### src/rtl/serial_deser.sv
// serial_deser: receive stage for the MSB-first serial frame of the
// capture-triggered serializer. The shared capture strobe sets framing
// because the line has no start bit. The frame is WORD_W*NUM_WORDS bits.
// The words are presented in parallel together with a one-cycle data_valid.
// Optional feature macro: SERIAL_DESER_FRAME_CNT_EN adds an 8-bit wrapping
// frame_cnt output that counts data_valid pulses.
module serial_deser #(
    parameter int WORD_W           = 16,
    parameter int NUM_WORDS        = 3,
    parameter int FIRST_SAMPLE_DLY = 2
) (
    input  logic              clk,
    input  logic              rst_n,
    input  logic              capture,
    input  logic              serial_in,
    input  logic              err_clr,
    output logic [WORD_W-1:0] data_out1,
    output logic [WORD_W-1:0] data_out2,
    output logic [WORD_W-1:0] data_out3,
    output logic              data_valid,
    output logic              busy,
    output logic              overrun
`ifdef SERIAL_DESER_FRAME_CNT_EN
    ,
    output logic [7:0]        frame_cnt
`endif
);

    localparam int FRAME_BITS = WORD_W * NUM_WORDS;
    localparam int CNT_W      = $clog2(FRAME_BITS);
    localparam int DLY_W      = (FIRST_SAMPLE_DLY > 1) ? $clog2(FIRST_SAMPLE_DLY) : 1;

    localparam logic [CNT_W-1:0] LAST_BIT = CNT_W'(FRAME_BITS - 1);
    localparam logic [DLY_W-1:0] DLY_LOAD = DLY_W'(FIRST_SAMPLE_DLY - 1);
    localparam logic [DLY_W-1:0] DLY_ONE  = DLY_W'(1);

    typedef enum logic [1:0] {
        IDLE  = 2'd0,
        DELAY = 2'd1,
        SHIFT = 2'd2
    } state_t;

    state_t                  state_q, state_d;
    logic [DLY_W-1:0]        dly_q, dly_d;
    logic [CNT_W-1:0]        bit_q, bit_d;
    // The last frame bit goes straight from serial_in into the output words,
    // so only FRAME_BITS-1 earlier bits ever need to be held.
    logic [FRAME_BITS-2:0]   shift_q, shift_d;
    logic [FRAME_BITS-1:0]   frame;
    logic [WORD_W-1:0]       out1_q, out1_d;
    logic [WORD_W-1:0]       out2_q, out2_d;
    logic [WORD_W-1:0]       out3_q, out3_d;
    logic                    valid_q, valid_d;
    logic                    busy_q, busy_d;
    logic                    overrun_q, overrun_d;

    // Next-state, datapath and flag logic for the IDLE/DELAY/SHIFT framing FSM
    always_comb begin
        state_d   = state_q;
        dly_d     = dly_q;
        bit_d     = bit_q;
        shift_d   = shift_q;
        out1_d    = out1_q;
        out2_d    = out2_q;
        out3_d    = out3_q;
        valid_d   = 1'b0;
        overrun_d = overrun_q;
        frame     = {shift_q, serial_in};

        // A set event later in this block overrides the clear.
        if (err_clr) begin
            overrun_d = 1'b0;
        end

        case (state_q)
            IDLE: begin
                if (capture) begin
                    if (FIRST_SAMPLE_DLY == 1) begin
                        state_d = SHIFT;
                        bit_d   = '0;
                    end else begin
                        state_d = DELAY;
                        dly_d   = DLY_LOAD;
                    end
                end
            end
            DELAY: begin
                if (capture) begin
                    overrun_d = 1'b1;
                end
                if (dly_q == DLY_ONE) begin
                    state_d = SHIFT;
                    bit_d   = '0;
                end else begin
                    dly_d = dly_q - DLY_ONE;
                end
            end
            SHIFT: begin
                // A capture on the final edge still counts as busy.
                if (capture) begin
                    overrun_d = 1'b1;
                end
                shift_d = frame[FRAME_BITS-2:0];
                if (bit_q == LAST_BIT) begin
                    out1_d  = frame[FRAME_BITS-1 -: WORD_W];
                    out2_d  = frame[FRAME_BITS-1-WORD_W -: WORD_W];
                    out3_d  = frame[FRAME_BITS-1-2*WORD_W -: WORD_W];
                    valid_d = 1'b1;
                    bit_d   = '0;
                    state_d = IDLE;
                end else begin
                    bit_d = bit_q + CNT_W'(1);
                end
            end
            default: begin
                state_d = IDLE;
            end
        endcase

        busy_d = (state_d != IDLE);
    end

    // State, counters, shift register and output registers; async reset aborts any frame
    always_ff @(posedge clk or negedge rst_n) begin
        if (!rst_n) begin
            state_q   <= IDLE;
            dly_q     <= '0;
            bit_q     <= '0;
            shift_q   <= '0;
            out1_q    <= '0;
            out2_q    <= '0;
            out3_q    <= '0;
            valid_q   <= 1'b0;
            busy_q    <= 1'b0;
            overrun_q <= 1'b0;
        end else begin
            state_q   <= state_d;
            dly_q     <= dly_d;
            bit_q     <= bit_d;
            shift_q   <= shift_d;
            out1_q    <= out1_d;
            out2_q    <= out2_d;
            out3_q    <= out3_d;
            valid_q   <= valid_d;
            busy_q    <= busy_d;
            overrun_q <= overrun_d;
        end
    end

    assign data_out1  = out1_q;
    assign data_out2  = out2_q;
    assign data_out3  = out3_q;
    assign data_valid = valid_q;
    assign busy       = busy_q;
    assign overrun    = overrun_q;

`ifdef SERIAL_DESER_FRAME_CNT_EN
    logic [7:0] frame_cnt_q;

    // Count completed frames on the same edge the output words load; wraps at 255
    always_ff @(posedge clk or negedge rst_n) begin
        if (!rst_n) begin
            frame_cnt_q <= '0;
        end else if (valid_d) begin
            frame_cnt_q <= frame_cnt_q + 8'd1;
        end
    end

    assign frame_cnt = frame_cnt_q;
`endif

endmodule

### config.mk
export PLATFORM = sky130hd
export DESIGN_NAME = serial_deser
export DESIGN_NICKNAME = d
export VERILOG_FILES = /design/src/rtl/serial_deser.sv
export SDC_FILE = /design/constraint.sdc
export NUM_CORES = 1
export LEC_CHECK = 0
export BUFFER_PORTS_ARGS = -buffer_cell sky130_fd_sc_hd__buf_2
export CAP_MARGIN = 20
export CORE_UTILIZATION = 60
export CTS_BUF_LIST = sky130_fd_sc_hd__clkbuf_8 sky130_fd_sc_hd__clkbuf_16
export CTS_CLUSTER_DIAMETER = 60
export DETAILED_ROUTE_END_ITERATION = 16
export GPL_ROUTABILITY_DRIVEN = 0
export PLACE_DENSITY = 0.83
export SYNTH_ARGS = -nofsm -noshare
export SYNTH_HDL_FRONTEND = slang
export SYNTH_SLANG_ARGS = --single-unit
### constraint.sdc
create_clock -name clk -period 3.1 [get_ports clk]
set_input_delay 0.465 -clock clk [delete_from_list [all_inputs] [get_ports clk]]
set_output_delay 0.465 -clock clk [all_outputs]
set_load 0.02 [all_outputs]
# Word level (Yosys, flattened, before mapping)
# Index checks and enable logic that the tools add are counted.
dict set report totals {
  input_bits 5
  register_bits 107
  wordCells 40
}
dict set report op_classes {
  n_eq_ne 5
  muxes 15
  reduce_logical 8
  n_addsub 2
}
# cell n
set ops {}
lappend ops {{2-to-1 mux 6 bit} 2}
lappend ops {{one-hot mux 6 bit (2 select lines)} 1}
lappend ops {{2-to-1 mux 1 bit} 7}
lappend ops {{adder 6 x 1 -> 6 bit, second input constant} 1}
lappend ops {{equality test 6 bit, second input constant} 1}
lappend ops {{2-to-1 mux 2 bit} 3}
lappend ops {{one-hot mux 2 bit (3 select lines)} 1}
lappend ops {{AND reduction 2 bit} 3}
lappend ops {{nonzero test 2 bit} 3}
lappend ops {{!= test 2 bit, second input constant} 2}
lappend ops {{equality test 2 x 1 -> 1 bit, second input constant} 1}
lappend ops {{equality test 2 bit, second input constant} 1}
lappend ops {{logical NOT 2 bit} 1}
lappend ops {{one-hot mux 1 bit (2 select lines)} 1}
lappend ops {{OR reduction 2 bit} 1}
lappend ops {{subtractor 1 bit, second input constant} 1}

# Depth between registers and ports, before layout
dict set report logic_depth {
  word_depth 4
  ltp_mapped 9
}

# Least setup slack after synthesis
# OpenSTA, ideal clock, no wires.
dict set report synth_timing {
  path_type {flip-flop to flip-flop}
  startpoint {reg state_q[0]}
  endpoint {reg out1_q[10], in the netlist data_out1[10]}
  path_stages_with_launch 10
  period_less_slack_ns 2.000
  path_buffers 4
  setup_ns 0.125
  arrival_time_ns 1.875
  setup_slack_ns 1.100
  t_required_ns 2.975
  path_cell_list {dfrtp_1 inv_1 ha_1 buf_2 clkinv_1 or3_1 clkbuf_1 buf_6 buf_6 mux2_4}
}
dict set report synth_between {
  elab_chain_cells 2
}
# element line
set synth_rtl {}
lappend synth_rtl {{start: declaration} 43} ;# state_t state_q, state_d;
lappend synth_rtl {{start signal: assignment} 137} ;# state_q <= state_d;
lappend synth_rtl {{equality test 2 bit} 75} ;# case (state_q)
lappend synth_rtl {{AND reduction 2 bit (no source line)} -}
lappend synth_rtl {{end signal: assignment} 141} ;# out1_q <= out1_d;
lappend synth_rtl {{end: declaration} 50} ;# logic [WORD_W-1:0] out1_q, out1_d;
# No other way between the ends.
# A chain may end at the register's enable or synchronous reset.

# Final worst setup path
dict set report layout_timing {
  startpoint {reg state_q[0]}
  endpoint {reg busy_q, in the netlist busy}
}
dict set report layout_between {
  elab_chain_cells 3
  word_cells_on_any_way 8
}
# element line
set layout_rtl {}
lappend layout_rtl {{equality test 2 bit, or another cell as far along} 75}
lappend layout_rtl {{one-hot mux 2 bit (3 select lines) *} 75}
lappend layout_rtl {{via state_d[0]} 43}
lappend layout_rtl {{nonzero test 2 bit *} 120} ;# busy_d = (state_d != IDLE);
lappend layout_rtl {{via busy_d} 54} ;# logic busy_q, busy_d;
lappend layout_rtl {{end signal: assignment} 145} ;# busy_q <= busy_d;
lappend layout_rtl {{end: declaration} 54}
# The timed path passes the listed nets; every way through them passes the cells marked *.

==> impl_metrics.csv <==
group,metric,value,unit
run_status,status,"finished clean",
final_layout,layout_commonest_cell,"dfrtp_1",
synth,synth_adder_area_share,1.496,%
power_and_ir_drop,p_seq_share,53.4,%
final_layout,n_antenna_cell,0,
final_layout,nets,336,
floorplan,ioPinCount,56,
clock_tree,path_clk_slew,0.10,ns
floorplan,start_util,61.89,%
power_and_ir_drop,p_total,2961,uW
critical_path,crit_start,"state_q[0]",
clock_tree,post-cts-setup-buffers,0,
synth,syn_inst,269,
floorplan,core_region_area,6756,um2
final_layout,final_cell_mix,"107 x dfrtp_1, 86 x mux2_2, 54 x buf_2, 11 x clkbuf_8, 9 x mux2_4",
detailed_routing,num_vias,2285,
critical_path,arrival,2.64,ns
timing,finalHoldViolations,0,
timing,final_max_slew_viol_count,0,
timing,finalSetupTns,0,ns
critical_path,crit_slowest_cell,"buf_4",
final_layout,regArea,2678,um2
critical_path,crit_family,"compound AO/OA/AOI/OAI gates",
detailed_routing,via_per_inst,5.560,
synth,ys_warn_count,0,
final_layout,synthToLayoutAreaGrowth,14.36,%
synth,syn_nets,279,
timing,finClkSkew,0.005454,ns
clock_tree,clk_path_buf_depth,2,
synth,synth_ff_type,"dfrtp_1",
synth,ys_seq_area_share,64.03,%
clock_tree,cts_sinks,107,
detailed_routing,ant_nets,0,
critical_path,endpoint,"busy",
critical_path,cp-start-kind,"flip-flop",
detailed_routing,post-route-drc-count,0,
synth,synth_area_per_cell,15.54,um2
critical_path,crit_cells,6,
timing,setup_viol,0,
place,hpwl,4.132,mm
global_route,antenna_found_initial,0,
critical_path,critPathMaxFanout,52,
timing,timing.fmax,428.9,MHz
final_layout,drive_gt1_share,52.57,%
clock_tree,ctsResizeCount,0,
power_and_ir_drop,peakVddDrop,0.0003334,V
synth,synthArstFlopShare,100.0,%
synth,synth_area_leader_cell,"dfrtp_1",
global_route,grt_usage,19.70,%
synth,synth_simple_gate_area_share,2.873,%
critical_path,end_kind,"flip-flop",
timing,max_slew_margin,58.13,%
min_path,hold_path_class,"input pin to async pin",
synth,yosys-mux-area-fraction,26.63,%
clock_tree,cts_tree,"built",
synth,synth_top_family_by_area,"multiplexers",
global_route,grt_start_max_net_pins,108,
floorplan,dieArea,7307,um2
final_layout,fill_cells,456,
floorplan,rows,30,
final_layout,fin_area,4782,um2
critical_path,worstPathRequired,3.40,ns
detailed_routing,drtIter0Drc,106,
critical_path,crit_type,"flip-flop to flip-flop",
detailed_routing,wl_per_cell,15.53,um
power_and_ir_drop,p_per_area,619.2,nW/um2
power_and_ir_drop,internal_power,2197,uW
floorplan,die_x,85.48,um
place,place.port_buffers,55,
global_route,gr-total-overflow,0,
timing,worstMarginPinSlew,0.6281,ns
synth,netlist_area,4182,um2
power_and_ir_drop,power.switching,764.7,uW
detailed_routing,drt_wl_total,6.383,mm
synth,synth_edf_count,0,
critical_path,r2r_cells,6,
timing,fin_crit,2.332,ns
synth,synth_area_leaders,"dfrtp_1 64%, mux2_2 23%, mux2_4 3.2%",
synth,ys_ff_latch,107,
timing,rsz0062_at_grt,"no",
critical_path,r2r-start,"state_q[0]",
power_and_ir_drop,p_leak,0.002596,uW
critical_path,path_buf_inv,2,
global_route,grt_pass1_vias,2280,
clock_tree,ctsHoldBuffers,0,
clock_tree,cts-buffers-inserted,9,
clock_tree,clk_latency,0.36,ns
final_layout,multi_input_area,1413,um2
critical_path,slowest_delay,0.51,ns
synth,synth-compound-area-share,2.693,%
floorplan,die-height,85.48,um
power_and_ir_drop,clockPowerShare,32.3,%
timing,fin_crit_sh,75.21,%
clock_tree,cts_max_level,3,
synth,yosysTopAreaCellShare,64.03,%
critical_path,crit_chain,"inv_1, ha_2, buf_4, o21ai_0, a221oi_1, or2_2",
detailed_routing,drt_pass1_iterations,4,
place,post_dp_cell_area,4546,um2
synth,synth_cell_types,30,
power_and_ir_drop,combPwrFrac,14.3,%
synth,synth_xor_area_share,0,%
flow_run,maxCapViolations,0,
global_route,grt_pass1_wl,10.96,mm
critical_path,r2r_slack,0.77,ns
critical_path,reg2reg_to,"busy",
clock_tree,cts-root-buf,"clkbuf_8",
power_and_ir_drop,p_sw_share,25.82,%
[flip-flops by register name (all words and copies together) (netlist names)]
signal / cells
dly_q: 1
data_valid: 1
shift_q: 47
data_out1: 16
data_out3: 16
bit_q: 6
state_q: 2
busy: 1
overrun: 1
data_out2: 16
[power groups by stage]
stage	logic, uW	clock network, uW	registers [uW]
after floorplan	312	0	1600
after global placement	413	0	1600
after detailed placement	424	0	1610
after CTS	427	986	1580
after global routing	472	1040	1600
final	423	958	1580
[synthesized netlist by cell type (2+ instances only)]
master,instances
inv_1,7
nand2b_1,3
nor2_1,4
clkbuf_1,6
or2_2,2
ha_1,5
o21ai_0,6
mux2_4,9
nand3_1,2
mux2_2,86
buf_6,2
nand2_1,8
a21oi_1,3
buf_2,4
dfrtp_1,107
[metrics by stage]
step                      setup slack (ns)  util (%)  cells  hold WS, ns
after global routing                0.5558     70.78    411       0.1918
after floorplan                      1.100         -    269       0.1694
after global placement              0.7769     66.98    394       0.4859
after CTS                           0.7477     70.78    411       0.1746
after detailed placement            0.7993     67.28    395       0.4875
final                               0.7685     70.78    411       0.1606
[worst min path at each step]
stage,from,end,depth (start not counted)
floorplan,rst_n,bit_q[0],0
global placement,data_out3[15],data_out3[15],1
detailed placement,data_out2[3],data_out2[3],1
CTS,rst_n,data_out1[6],2
global route,rst_n,data_valid,2
finish,rst_n,data_out1[5],2
[layer usage]
layer  global-route usage, %  share of wire, %  vias to the layer above
met4                   8.030               1.5                        0
met3                   5.156               3.7                        9
met2                   31.13                50                       47
met5                       0                 0                        -
met1                   26.30                45                     1166
li1                        -                 -                     1063
[logic make-up after synthesis]
family / count (synthesis)
adders and majority gates: 5
buffers and inverters: 20
AOI/OAI and AO/OA: 17
and+or+nand+nor: 24
DFF: 107
muxes: 96
[final cells by class]
type,instances,area share [%]
clock inverters,5,1.779
clock buffers,11,3.166
well taps,80,2.093
flip-flops and latches,107,55.99
multi-input cells,142,29.54
repair buffers,58,6.803
inverters,8,0.6279
Power figures use the tool's default switching activity.
